===== src/rtl/fe_tx_framer.sv =====
// Transmit framer: sends LEN_H, LEN_L, CMD, LEN payload bytes from the FIFO and an
// optional XOR checksum, one byte per tx_en/tx_busy handshake with the UART.
module fe_tx_framer #(
  parameter int LEN_W  = 16,
  parameter bit CHK_EN = 1'b1
) (
  input  logic             clk,
  input  logic             rst_n,
  input  logic             start,
  input  logic [7:0]       cmd,
  input  logic [LEN_W-1:0] len,
  input  logic             fifo_empty,
  input  logic [7:0]       fifo_dout,
  output logic             fifo_rd,
  input  logic             tx_busy,
  output logic             tx_en,
  output logic [7:0]       tx_data,
  output logic             busy,
  output logic             tx_done
);

  typedef enum logic [3:0] {
    S_IDLE, S_LEN_H, S_LEN_L, S_CMD, S_WAIT, S_RD, S_RDW, S_LAT, S_CHK, S_FIN
  } state_t;

  state_t           state_reg;
  state_t           ret_reg;    // where WAIT goes once the byte is out; S_RD means "payload decision"
  logic             guard_reg;  // skips tx_busy in the cycle right after tx_en
  logic [7:0]       cmd_reg;
  logic [LEN_W-1:0] len_reg;
  logic [LEN_W-1:0] cnt_reg;
  logic [7:0]       chk_reg;

  always_ff @(posedge clk or negedge rst_n) begin
    if (!rst_n) begin
      state_reg <= S_IDLE;
      ret_reg   <= S_IDLE;
      guard_reg <= 1'b0;
      cmd_reg   <= '0;
      len_reg   <= '0;
      cnt_reg   <= '0;
      chk_reg   <= '0;
      fifo_rd   <= 1'b0;
      tx_en     <= 1'b0;
      tx_data   <= '0;
      busy      <= 1'b0;
      tx_done   <= 1'b0;
    end else begin
      tx_en   <= 1'b0;
      fifo_rd <= 1'b0;
      tx_done <= 1'b0;
      case (state_reg)
        S_IDLE: begin
          // the tx_done cycle is still part of the old frame
          if (start && !tx_done) begin
            cmd_reg   <= cmd;
            len_reg   <= len;
            cnt_reg   <= len;
            chk_reg   <= '0;
            busy      <= 1'b1;
            state_reg <= S_LEN_H;
          end
        end
        S_LEN_H: begin
          if (!tx_busy) begin
            tx_data   <= len_reg[LEN_W-1 -: 8];
            chk_reg   <= chk_reg ^ len_reg[LEN_W-1 -: 8];
            tx_en     <= 1'b1;
            guard_reg <= 1'b1;
            ret_reg   <= S_LEN_L;
            state_reg <= S_WAIT;
          end
        end
        S_LEN_L: begin
          if (!tx_busy) begin
            tx_data   <= len_reg[7:0];
            chk_reg   <= chk_reg ^ len_reg[7:0];
            tx_en     <= 1'b1;
            guard_reg <= 1'b1;
            ret_reg   <= S_CMD;
            state_reg <= S_WAIT;
          end
        end
        S_CMD: begin
          if (!tx_busy) begin
            tx_data   <= cmd_reg;
            chk_reg   <= chk_reg ^ cmd_reg;
            tx_en     <= 1'b1;
            guard_reg <= 1'b1;
            ret_reg   <= S_RD;
            state_reg <= S_WAIT;
          end
        end
        S_WAIT: begin
          if (guard_reg) begin
            guard_reg <= 1'b0;
          end else if (!tx_busy) begin
            if (ret_reg == S_RD) begin
              if (cnt_reg != '0)
                state_reg <= S_RD;
              else
                state_reg <= CHK_EN ? S_CHK : S_FIN;
            end else begin
              state_reg <= ret_reg;
            end
          end
        end
        S_RD: begin
          if (!fifo_empty) begin
            fifo_rd   <= 1'b1;
            state_reg <= S_RDW;
          end
        end
        // fifo_rd is visible this cycle; read data arrives on the next one
        S_RDW: state_reg <= S_LAT;
        S_LAT: begin
          tx_data   <= fifo_dout;
          chk_reg   <= chk_reg ^ fifo_dout;
          tx_en     <= 1'b1;
          guard_reg <= 1'b1;
          cnt_reg   <= cnt_reg - LEN_W'(1);
          ret_reg   <= S_RD;
          state_reg <= S_WAIT;
        end
        S_CHK: begin
          if (!tx_busy) begin
            tx_data   <= chk_reg;
            tx_en     <= 1'b1;
            guard_reg <= 1'b1;
            ret_reg   <= S_FIN;
            state_reg <= S_WAIT;
          end
        end
        S_FIN: begin
          tx_done   <= 1'b1;
          busy      <= 1'b0;
          state_reg <= S_IDLE;
        end
        default: state_reg <= S_IDLE;
      endcase
    end
  end

endmodule


===== config.mk =====
export PLATFORM = sky130hd
export DESIGN_NAME = fe_tx_framer
export DESIGN_NICKNAME = d
export VERILOG_FILES = /design/src/rtl/fe_tx_framer.sv
export SDC_FILE = /design/constraint.sdc
export NUM_CORES = 1
export LEC_CHECK = 0
export ABC_AREA = 1
export BUFFER_PORTS_ARGS = -buffer_cell sky130_fd_sc_hd__buf_4
export CORE_UTILIZATION = 60
export CTS_BUF_LIST = sky130_fd_sc_hd__clkbuf_8
export CTS_CLUSTER_SIZE = 40
export DETAILED_ROUTE_END_ITERATION = 16
export GPL_ROUTABILITY_DRIVEN = 0
export PLACE_DENSITY = 0.78
export SLEW_MARGIN = 10
export SYNTH_ARGS = -nofsm -noshare
export SYNTH_HDL_FRONTEND = slang
export SYNTH_SLANG_ARGS = --single-unit

===== constraint.sdc =====
create_clock -name clk -period 1.7 [get_ports clk]
set_input_delay 0.17 -clock clk [delete_from_list [all_inputs] [get_ports clk]]
set_output_delay 0.17 -clock clk [all_outputs]
set_load 0.1 [all_outputs]

==> results.cfg <==
[layout]
nNetsFinal = 599
postLayoutCoreUtil = 0.765
finalInstanceArea_um2 = 4560
syn_to_final_growth_pct = 21.8
drive_above_1_share = 0.219
final-seq-area_um2 = 1730
multi_input_area_um2 = 1770
diodes = 0
fillers = 442
fin_cells = 641

[pwr]
p_int_mw = 4.74
power.density_nw_per_um2 = 1970
power_frac_seq = 0.332
p_sw_frac = 0.473
p_switching_mw = 4.25
p_leak_nw = 2.32
total_power_mw = 8.99
peakVddDrop_mv = 1.58
p_comb_frac = 0.500
p_clk_frac = 0.167

[yosys]
synth_area_um2 = 3740
syn_inst = 496
synth_top_cell_by_area = dfrtp_1
synthFlopType = dfrtp_1
yosysMostFrequentCell = nand2_1
yosys-top-cells-area = dfrtp_1 (46%), nand2_1 (17%), nor2_1 (6.0%)
synthTopCellsByCount = nand2_1 (170), dfrtp_1 (69), nor2_1 (60)
synth.avg_cell_area_um2 = 7.54
async_flop_share = 1.00
synth.distinct_cells = 31
synthesis.nets = 534
ys_ff_latch = 69
ys_seq_area_frac = 0.462
yosys_warnings = 0
synth-edff-count = 0
synth.top_cell.area_share = 0.462

[floorplan]
num_io_pins = 49
die-area_um2 = 6550
fp.dieW_um = 81.0
rows = 28
initial_core_util = 0.628
die_h_um = 81.0
core_um2 = 5960

[timing]
fin_tns_setup_ps = 0
fin_crit_ps = 1620
setup_viol_count_final = 0
slew-limit-headroom = 0.704
post-route-period-util = 0.950
clock_skew_ps = 10.4
slew_violations = 0
max_slew.worst_pin.slew_ps = 443
timing.final.hold_violations = 0
max_freq_ghz = 0.619

[routing]
drt_iter0_drc = 302
top_layer_used = met4
viasPerCell = 5.52
wl_met1_um = 4210
drt.antenna.violating_nets = 0
firstDrtPassIters = 5
wl_met2_um = 4350
wl_met3_um = 453
totalWireLength_um = 9310
drc_errors = 0
wl_per_cell_um = 14.5
via_count = 3539

[setup_path]
endpoint_kind = flop
path_max_fanout = 5
crit_path_cell_trace = inv_2, ha_2, nand3_2, nor2_2, buf_4, nand3b_1, nand3_1, nand2_1, nand2_1, nand2_1
cp.required_ps = 1940
crit_top_cell = nand2_1
slowest_delay_ps = 390
cp.arrival_ps = 1860
start_kind = flop
cp_slowest_cell = dfrtp_1
crit_type = flop to flop

[clock_network]
cts.path.max_buffers = 2
worst_skew_pair.late_latency_ps = 360
tritoncts = built
cts_made_buffers = 9
cts_max_level = 3
root_buffer = clkbuf_8
clkSlewWorstSetupHoldPaths_ps = 80
cts.sinks = 69

[run]
max_cap_violations = 0

[global_route]
grt_pass1_vias = 3254
grt_start_max_net_pins = 50
grt_pass1_wl_um = 15300
grt_util_all_layers = 0.316
grt-ovfl-total = 0
grt_antenna_before_repair = 0

[placement]
place_area_um2 = 4230
io_buffers = 48
dp_cells = 621
dp_hpwl_um = 6660

[outcome]
status = complete, no violations

[hold_path]
hold_class = input port to flop
==> kinds of logic after synthesis <==
group / Yosys count / synth area share
fa+ha+maj: 1 / 0.00335
compound gates: 64 / 0.102
flops: 69 / 0.462
xor+xnor: 1 / 0.00234
simple gates: 305 / 0.355
buf+inv: 56 / 0.0756
==> path summary, 6_finish.rpt <==
| kind | from | endpoint | slack, ps | cells past startpoint |
|---|---|---|---|---|
| max in group asynchronous | rst_n | len_reg[2] | 900 | 3 |
| worst max-delay path | cnt_reg[0] | state_reg[2] | 80 | 10 |
| worst min-delay path | cmd[4] | cmd_reg[4] | 9 | 3 |
| worst min register to register | len_reg[1] | len_reg[1] | 480 | 2 |
| min in group asynchronous | rst_n | busy | 240 | 2 |
| worst max register to register | cnt_reg[0] | state_reg[2] | 80 | 10 |
==> cell usage in the layout, fill, tap and decap left out, types with 15 or more instances in the layout <==
cell type / Yosys / layout
a21oi_1: 15 / 15
buf_4: 3 / 63
dfrtp_1: 69 / 66
inv_1: 34 / 33
nand2_1: 170 / 169
nand3_1: 35 / 34
nand4_1: 17 / 17
nor2_1: 60 / 56
o21ai_0: 29 / 27
==> repair_timing <==
item,in CTS,in global routing
gates cloned,0,0
resized for setup,1,19
pin swaps,0,4
hold endpoints to repair,21,0
setup buffers,0,2
setup endpoints to repair,1,27
hold buffers,2,0
==> per-stage QoR <==
step | setup WS [ps] | hold slack [ps]
after global placement | 109 | 79.1
after global routing | -14.9 | 14.6
after floorplan | 188 | -126
after CTS | 31.7 | 8.59
final | 84.8 | 8.60
after detailed placement | 75.5 | 81.2
==> final cells by class <==
class | count | share of cell area
well taps | 75 | 0.0206
flip-flops and latches | 69 | 0.380
multi-input cells | 371 | 0.389
repair buffers | 71 | 0.129
clock buffers | 10 | 0.0302
clock inverters | 6 | 0.0190
inverters | 39 | 0.0327
==> routing by layer <==
metal	vias up	global-route usage
li1	1745	-
met1	1628	0.441
met2	140	0.479
met3	26	0.0438
met4	0	0.163
met5	-	0
==> critical path, delay by kind of cell, from the launching register on <==
kind                     cells  cell delay, ps
flip-flops                   1             390
AND/OR/NAND/NOR              7             690
adder cells (fa/ha/maj)      1             200
buffers and inverters        2             210
==> power groups by stage <==
stage,Sequential [mW],Clock (mW),Combinational [mW]
5_1_grt,3.07,1.60,5.02
2_1_floorplan,3.52,0,2.70
3_5_place_dp,2.98,0,4.29
6_report,2.99,1.50,4.50
4_1_cts,2.97,1.51,4.32
3_3_place_gp,2.96,0,4.18
(Power assumes the default switching activity.)
